[config.mk]
export PLATFORM = sky130hd
export DESIGN_NAME = uart_frame_rx
export DESIGN_NICKNAME = d
export VERILOG_FILES = /design/src/rtl/uart_frame_pkg.sv /design/src/rtl/uart_frame_rx.sv
export SDC_FILE = /design/constraint.sdc
export NUM_CORES = 1
export LEC_CHECK = 0
export CORE_AREA = 2 2 127 129
export DETAILED_ROUTE_END_ITERATION = 6
export DIE_AREA = 0 0 129 131
export PLACE_DENSITY = 0.58
export SLEW_MARGIN = 40
export SYNTH_ARGS = -nofsm -noshare
export SYNTH_HDL_FRONTEND = slang
export SYNTH_SLANG_ARGS = --single-unit
[constraint.sdc]
create_clock -name clk -period 2.7 [get_ports clk]
set_clock_uncertainty 0.05 [all_clocks]
set_input_delay 0.405 -clock clk [delete_from_list [all_inputs] [get_ports clk]]
set_output_delay 0.405 -clock clk [all_outputs]
set_load 0.005 [all_outputs]
[src/rtl/uart_frame_pkg.sv]
// uart_frame_pkg: frame format shared by the UART frame receiver and transmitter.
package uart_frame_pkg;
    localparam logic [7:0] HDR = 8'hA5;
    localparam int FRAME_LEN = 7;
    localparam int POS_W = 11;
    typedef enum logic [1:0] {IDLE, PAYLOAD, CHECKSUM} rx_state_t;
endpackage

[src/rtl/uart_frame_rx.sv]
// uart_frame_rx: parses 7-byte position frames, validates checksum/range, tracks link liveness.
module uart_frame_rx
    import uart_frame_pkg::*;
#(
    parameter int BYTE_TIMEOUT = 65000,
    parameter int LINK_TIMEOUT = 6500000
) (
    input  logic             clk,
    input  logic             rst,
    input  logic [7:0]       rx_data,
    input  logic             rx_valid,
    output logic [POS_W-1:0] remote_x,
    output logic [POS_W-1:0] remote_y,
    output logic [7:0]       remote_state,
    output logic             frame_ok,
    output logic             frame_err,
    output logic [7:0]       err_count,
    output logic             link_alive
);
    localparam int BT_W = $clog2(BYTE_TIMEOUT + 1);
    localparam int LT_W = $clog2(LINK_TIMEOUT + 1);

    rx_state_t state, state_nx;
    logic [2:0] idx, idx_nx;
    logic [7:0] acc, acc_nx;
    logic [7:0] payload [FRAME_LEN-2];
    logic [BT_W-1:0] byte_timer;
    logic [LT_W-1:0] link_timer;
    logic timeout, accept, reject;

    // A byte arriving on the expiry cycle keeps the frame alive.
    assign timeout = state != IDLE && !rx_valid && byte_timer == BT_W'(BYTE_TIMEOUT - 1);
    assign accept = state == CHECKSUM && rx_valid && rx_data == acc
                    && payload[0][7:3] == 5'd0 && payload[2][7:3] == 5'd0;
    assign reject = (state == CHECKSUM && rx_valid && !accept) || timeout;

    always_comb begin
        state_nx = state;
        idx_nx = idx;
        acc_nx = acc;
        case (state)
            IDLE: if (rx_valid && rx_data == HDR) begin
                state_nx = PAYLOAD;
                idx_nx = '0;
                acc_nx = '0;
            end
            PAYLOAD: if (rx_valid) begin
                acc_nx = acc ^ rx_data;
                idx_nx = idx + 3'd1;
                state_nx = (idx == 3'(FRAME_LEN - 3)) ? CHECKSUM : PAYLOAD;
            end
            CHECKSUM: if (rx_valid) state_nx = IDLE;
            default: state_nx = IDLE;
        endcase
        if (timeout) state_nx = IDLE;
    end

    always_ff @(posedge clk) begin
        if (rst) begin
            state <= IDLE;
            idx <= '0;
            acc <= '0;
            byte_timer <= '0;
            link_timer <= '0;
            remote_x <= '0;
            remote_y <= '0;
            remote_state <= '0;
            frame_ok <= 1'b0;
            frame_err <= 1'b0;
            err_count <= '0;
            link_alive <= 1'b0;
        end else begin
            state <= state_nx;
            idx <= idx_nx;
            acc <= acc_nx;
            byte_timer <= (rx_valid || state == IDLE || timeout) ? '0 : byte_timer + BT_W'(1);
            frame_ok <= accept;
            frame_err <= reject;
            if (reject && err_count != 8'hFF) err_count <= err_count + 8'd1;
            if (accept) begin
                remote_x <= {payload[0][2:0], payload[1]};
                remote_y <= {payload[2][2:0], payload[3]};
                remote_state <= payload[4];
                link_timer <= '0;
                link_alive <= 1'b1;
            end else begin
                if (link_timer != LT_W'(LINK_TIMEOUT)) link_timer <= link_timer + LT_W'(1);
                if (link_timer == LT_W'(LINK_TIMEOUT - 1)) link_alive <= 1'b0;
            end
        end
    end

    always_ff @(posedge clk) begin
        if (state == PAYLOAD && rx_valid) payload[idx] <= rx_data;
    end
endmodule

# Yosys cells after proc, flatten, opt, wreduce, memory -nomap -nowiden
# Memories as Yosys holds them, arrays and structs flattened. A register that Yosys moved wholly into a read port is not among the register bits.
# Index checks and enable logic that the tools add are counted.
[word_totals]
wordCells = 70
memories = 1
regBits = 85
mem_bits_rw = 40
[op_classes]
n_reduce_logical = 26
n_bitwise = 1
mux = 15
n_eq_ne = 12
add_sub_neg = 4
[memory_table]
columns = ["memory", "depth", "width", "rd", "rd_clocked_by_memory_dff", "wr", "line_no", "text"]
rows = [
  ["payload", 5, 8, 5, 3, 1, "uart_frame_rx.sv:26", "logic [7:0] payload [FRAME_LEN-2];"],
]
[op_table]
columns = ["cell", "n"]
rows = [
  ["23-bit by 1-bit adder with 23-bit output, second input constant", 1],
  ["23-bit equality test, second input constant", 1],
  ["23-bit != test, second input constant", 1],
  ["16-bit by 1-bit adder with 16-bit output, second input constant", 1],
  ["16-bit equality test, second input constant", 1],
  ["8-bit two-way mux", 2],
  ["8-bit case mux with 2 select lines", 1],
  ["1-bit logical AND", 10],
  ["5-bit logical NOT", 2],
  ["8-bit by 1-bit adder with 8-bit output, second input constant", 1],
  ["8-bit equality test", 1],
  ["8-bit equality test, second input constant", 1],
  ["2-bit two-way mux", 4],
  ["8-bit != test, second input constant", 1],
  ["8-bit bitwise XOR", 1],
  ["3-bit two-way mux", 2],
  ["2-bit != test, second input constant", 3],
  ["2-bit case mux with 3 select lines", 1],
  ["3-bit case mux with 2 select lines", 1],
  ["3-bit AND reduction", 2],
  ["2-bit nonzero test", 3],
  ["2-bit OR reduction", 3],
  ["1-bit two-way mux", 4],
  ["3-bit by 1-bit adder with 3-bit output, second input constant", 1],
  ["other kinds (6)", 9],
]

# Logic depth before layout (Yosys ltp)
[depth]
depth_word = 9
mapped_depth = 8
ltp_nobuf = 7

# Least setup slack after synthesis
# OpenSTA, ideal clock, no wires.
[synth_path]
path_type = "register to register"
startpoint = "reg byte_timer[0]"
endpoint = "reg err_count[4]"
arrival_time_ns = 2.023
required_ns = 2.529
slack_ns = 0.505
stages_incl_launch_ff = 8
n_path_buf = 0
period_less_slack_ns = 2.195
cell_sequence = "dfxtp_1 ha_1 nand4_1 or4_4 nor3_4 nor2_2 nor3_1 mux2_4"
[synth_via]
elab_chain_len = 4
[synth_rtl]
columns = ["element", "line_no", "text"]
rows = [
  ["start, declared", "uart_frame_rx.sv:27", "logic [BT_W-1:0] byte_timer;"],
  ["start signal, assigned", "uart_frame_rx.sv:76", "byte_timer <= (rx_valid || state == IDLE || timeout) ? '0 : byte_timer + BT_W'(1);"],
  ["16-bit equality test", "uart_frame_rx.sv:32", "assign timeout = state != IDLE && !rx_valid && byte_timer == BT_W'(BYTE_TIMEOUT - 1);"],
  ["1-bit logical AND", "uart_frame_rx.sv:32", ""],
  ["1-bit logical OR", "uart_frame_rx.sv:35", "assign reject = (state == CHECKSUM && rx_valid && !accept) || timeout;"],
  ["1-bit logical AND", "uart_frame_rx.sv:79", "if (reject && err_count != 8'hFF) err_count <= err_count + 8'd1;"],
  ["end signal, assigned", "uart_frame_rx.sv:79", ""],
  ["end, declared", "uart_frame_rx.sv:17", "output logic [7:0] err_count,"],
]
# Every way passes these cells.
# A chain may end at the register's enable or synchronous reset.

==> impl_results.md <==
* Hold WC Path Type: primary input to flop
* Worst path arrival time at approximately 2600 ps
* Least-Margin Pin Slew at 623.2 ps
* Die Height at around 130 µm
* Seq/Total Area, Yosys at 57.74%
* Final setup viols at 0
* Fraction of layout cells with a size suffix above 1 at ~12%
* Area growth from synthesis to layout at 27.81%
* Count of yosys warnings during synthesis at 0
* Distinct cells, synth at 46
* Core Area at 15600 µm²
* Yosys reg bits at approximately 130
* Async set-reset flop share out of synthesis at 0%
* H-tree Lvls at 4
* Filler cells at around 1500
* Syn avg cell area at 10.63 µm²
* Hold buffers post-CTS at 0
* Tot GR Track Use at 13.94%
* Diode count at 0
* Setup repair bufs after CTS at 0
* Aggregate global routing overflow at 0
* Max Clk Rate at roughly 430 MHz
* Setup tns final at 0 ps
* CP endpoint kind: flop
* Detail Route Antenna Nets at 0
* Final hold vios at 0
* RSZ-0062 raised after global routing: false
* Placer congestion estimate at 0.8465
* Pwr dens at around 640 nW/µm²
* Routed vias/inst at roughly 4.7
* Die area at between 15000 and 20000 µm²
* Initial DRC Count at roughly 250
* Post-CTS Resized at 0
* Post-synth EDFFs at 40
* Clk slew on worst S/H paths at 60 ps
* Area share of the largest cell type after synthesis at 35.09%
* IO Pins at 52
* Syn Inst Count at 499
* Most area-hungry cell type in the Yosys netlist: dfxtp_1
* Num CTS Buffers at 17
* TritonCTS clock tree: done
* Crit-path max FO at 23
* Minimum clock period at around 2300 ps
* Vias in the first global route at about 3600
* Status: complete, no violations
* Leak at 2.561 nW
* Most frequent cell after synthesis: nor2_1
* Crit Path Class: flop to flop
* Worst relative slew slack at between 50% and 60%
* Starting Density at approximately 34%
* CTS sink count at around 130
* Largest net degree at the start of global routing at 27
* Cell Rows at 46
* DP Wirelength at between 7 and 8 mm
* Port Buffers at a little over 50
* Clock buffer depth at 2
* Via Count at about 3800
* Post-Route Utilization at between 40% and 50%
* Final period util at between 80 and 90%
* VDD IR max at between 0.4 and 0.5 mV
* Post-Route WL at 11.03 mm
* Top_reg_cell synth: dfxtp_1
* Root Driver: clkbuf_16
* Slew Limit Fails at 0
* Post-synth top cells: nor2_1 (98), dfxtp_1 (93), edfxtp_1 (40)
* # DRC at 0
* TritonRoute pass-1 iters at 4
* NumNets Final at 594
* First-pass GRT wire length at 18.12 mm
* Cell Area, Placed at 6223 µm²
* Final Cell Area at 6780 µm²
* Synth area leaders: dfxtp_1 (35%), edfxtp_1 (23%), nor2_1 (6.9%)
* Wire length per cell at roughly 14 µm
* Setup crit start kind: flop
* Worst-Skew Late Latency at around 420 ps
* Max-cap viol count at 0
* Net Count, Synth at 516
* Initial antenna violation count at 0
* Chip width at approximately 130 µm
* Synth Cell Area at between 5000 and 6000 µm²
* WP data required at a little under 3000 ps
==> flip-flops by register name, summed over array words and instances, names as in the netlist <==
register      cells
frame_err         1
state             2
link_timer       23
remote_x         11
err_count         8
byte_timer       16
payload          40
remote_y         11
frame_ok          1
idx               3
remote_state      8
acc               8
link_alive        1
==> cell families after synthesis <==
logic type      Yosys count  synth area share [%]
compound gates           38                 4.340
xor+xnor                 45                 7.429
fa+ha+maj                 6                 1.415
buf+inv                  25                 1.887
flops                   133                 57.74
mux                      33                 6.321
simple gates            219                 20.87
==> critical path: stages, from the launching register on <==
cell      delay [ps]
edfxtp_1         390
nor4_1           540
nand2_1          100
nor4_1           300
nand4_1          250
buf_12           250
nand2b_1         120
buf_12           170
nor2_1            60
==> stage by stage <==
step | setup slack (ps) | hold slack (ps) | instances | power [mW]
4_1_cts | 347.4 | 263.2 | 806 | 4.363
2_1_floorplan | 505.4 | 387.6 | 499 | 2.142
5_1_grt | 238.3 | 294.7 | 806 | 4.450
3_5_place_dp | 114.3 | 409.9 | 774 | 2.205
6_report | 351.0 | 280.3 | 806 | 4.312
3_3_place_gp | 124.6 | 406.2 | 774 | 2.201
==> power breakdown <==
| group | internal, mW | switching, mW | leakage, nW |
|---|---|---|---|
| combinational | 0.0389 | 0.0574 | 1.20 |
| sequential | 2.06 | 0.00459 | 1.11 |
| clock | 1.27 | 0.878 | 0.255 |
==> cell usage in the layout, fill, tap and decap left out, types with 6 or more instances in the layout <==
cell / netlist / layout
ha_1: 6 / 6
mux2i_1: 32 / 32
clkbuf_16: 0 / 17
a21oi_1: 18 / 18
nand2_1: 25 / 25
xor2_1: 31 / 31
inv_1: 8 / 8
nand3b_1: 8 / 8
dfxtp_1: 93 / 93
nor3_1: 10 / 10
nor2_1: 98 / 98
xnor2_1: 14 / 14
edfxtp_1: 40 / 40
clkdlybuf4s50_1: 0 / 50
o21ai_1: 9 / 9
nand3_1: 21 / 21
nand4_1: 7 / 7
or3_1: 6 / 6
buf_4: 0 / 23
and3_1: 11 / 11
nor4_1: 6 / 6
==> final cells by class <==
cell class	instances	area (µm²)	share of cell area, %
Sequential cell	133	3063	45.17
Multi-Input combinational cell	341	2142	31.59
Timing Repair Buffer	76	718.2	10.59
Clock buffer	19	432.9	6.385
Tap cell	216	270.3	3.986
Clock inverter	13	123.9	1.827
Inverter	8	30.03	0.4429
==> worst paths after layout <==
| check | startpoint | end | slack, ps | cells after the start |
|---|---|---|---|---|
| worst max-delay path | payload[0][4]$_DFFE_PP_ | link_timer[3]$_SDFFE_PP0P_ | 350 | 8 |
| worst max register to register | payload[0][4]$_DFFE_PP_ | link_timer[3]$_SDFFE_PP0P_ | 350 | 8 |
| worst min-delay path | rst | err_count[3]$_SDFFE_PP0P_ | 280 | 2 |
| worst min register to register | byte_timer[0]$_SDFF_PP0_ | byte_timer[0]$_SDFF_PP0_ | 420 | 1 |
==> layer usage <==
layer  track usage (%)  vias to the layer above  wire length, µm
met5                 0                        -                0
met4             7.353                        0              240
met3             3.542                       19              288
met2             22.13                       55             5223
met1             17.61                     1816             5273
li1                  -                     1891                -
Power figures use the tool's default switching activity.
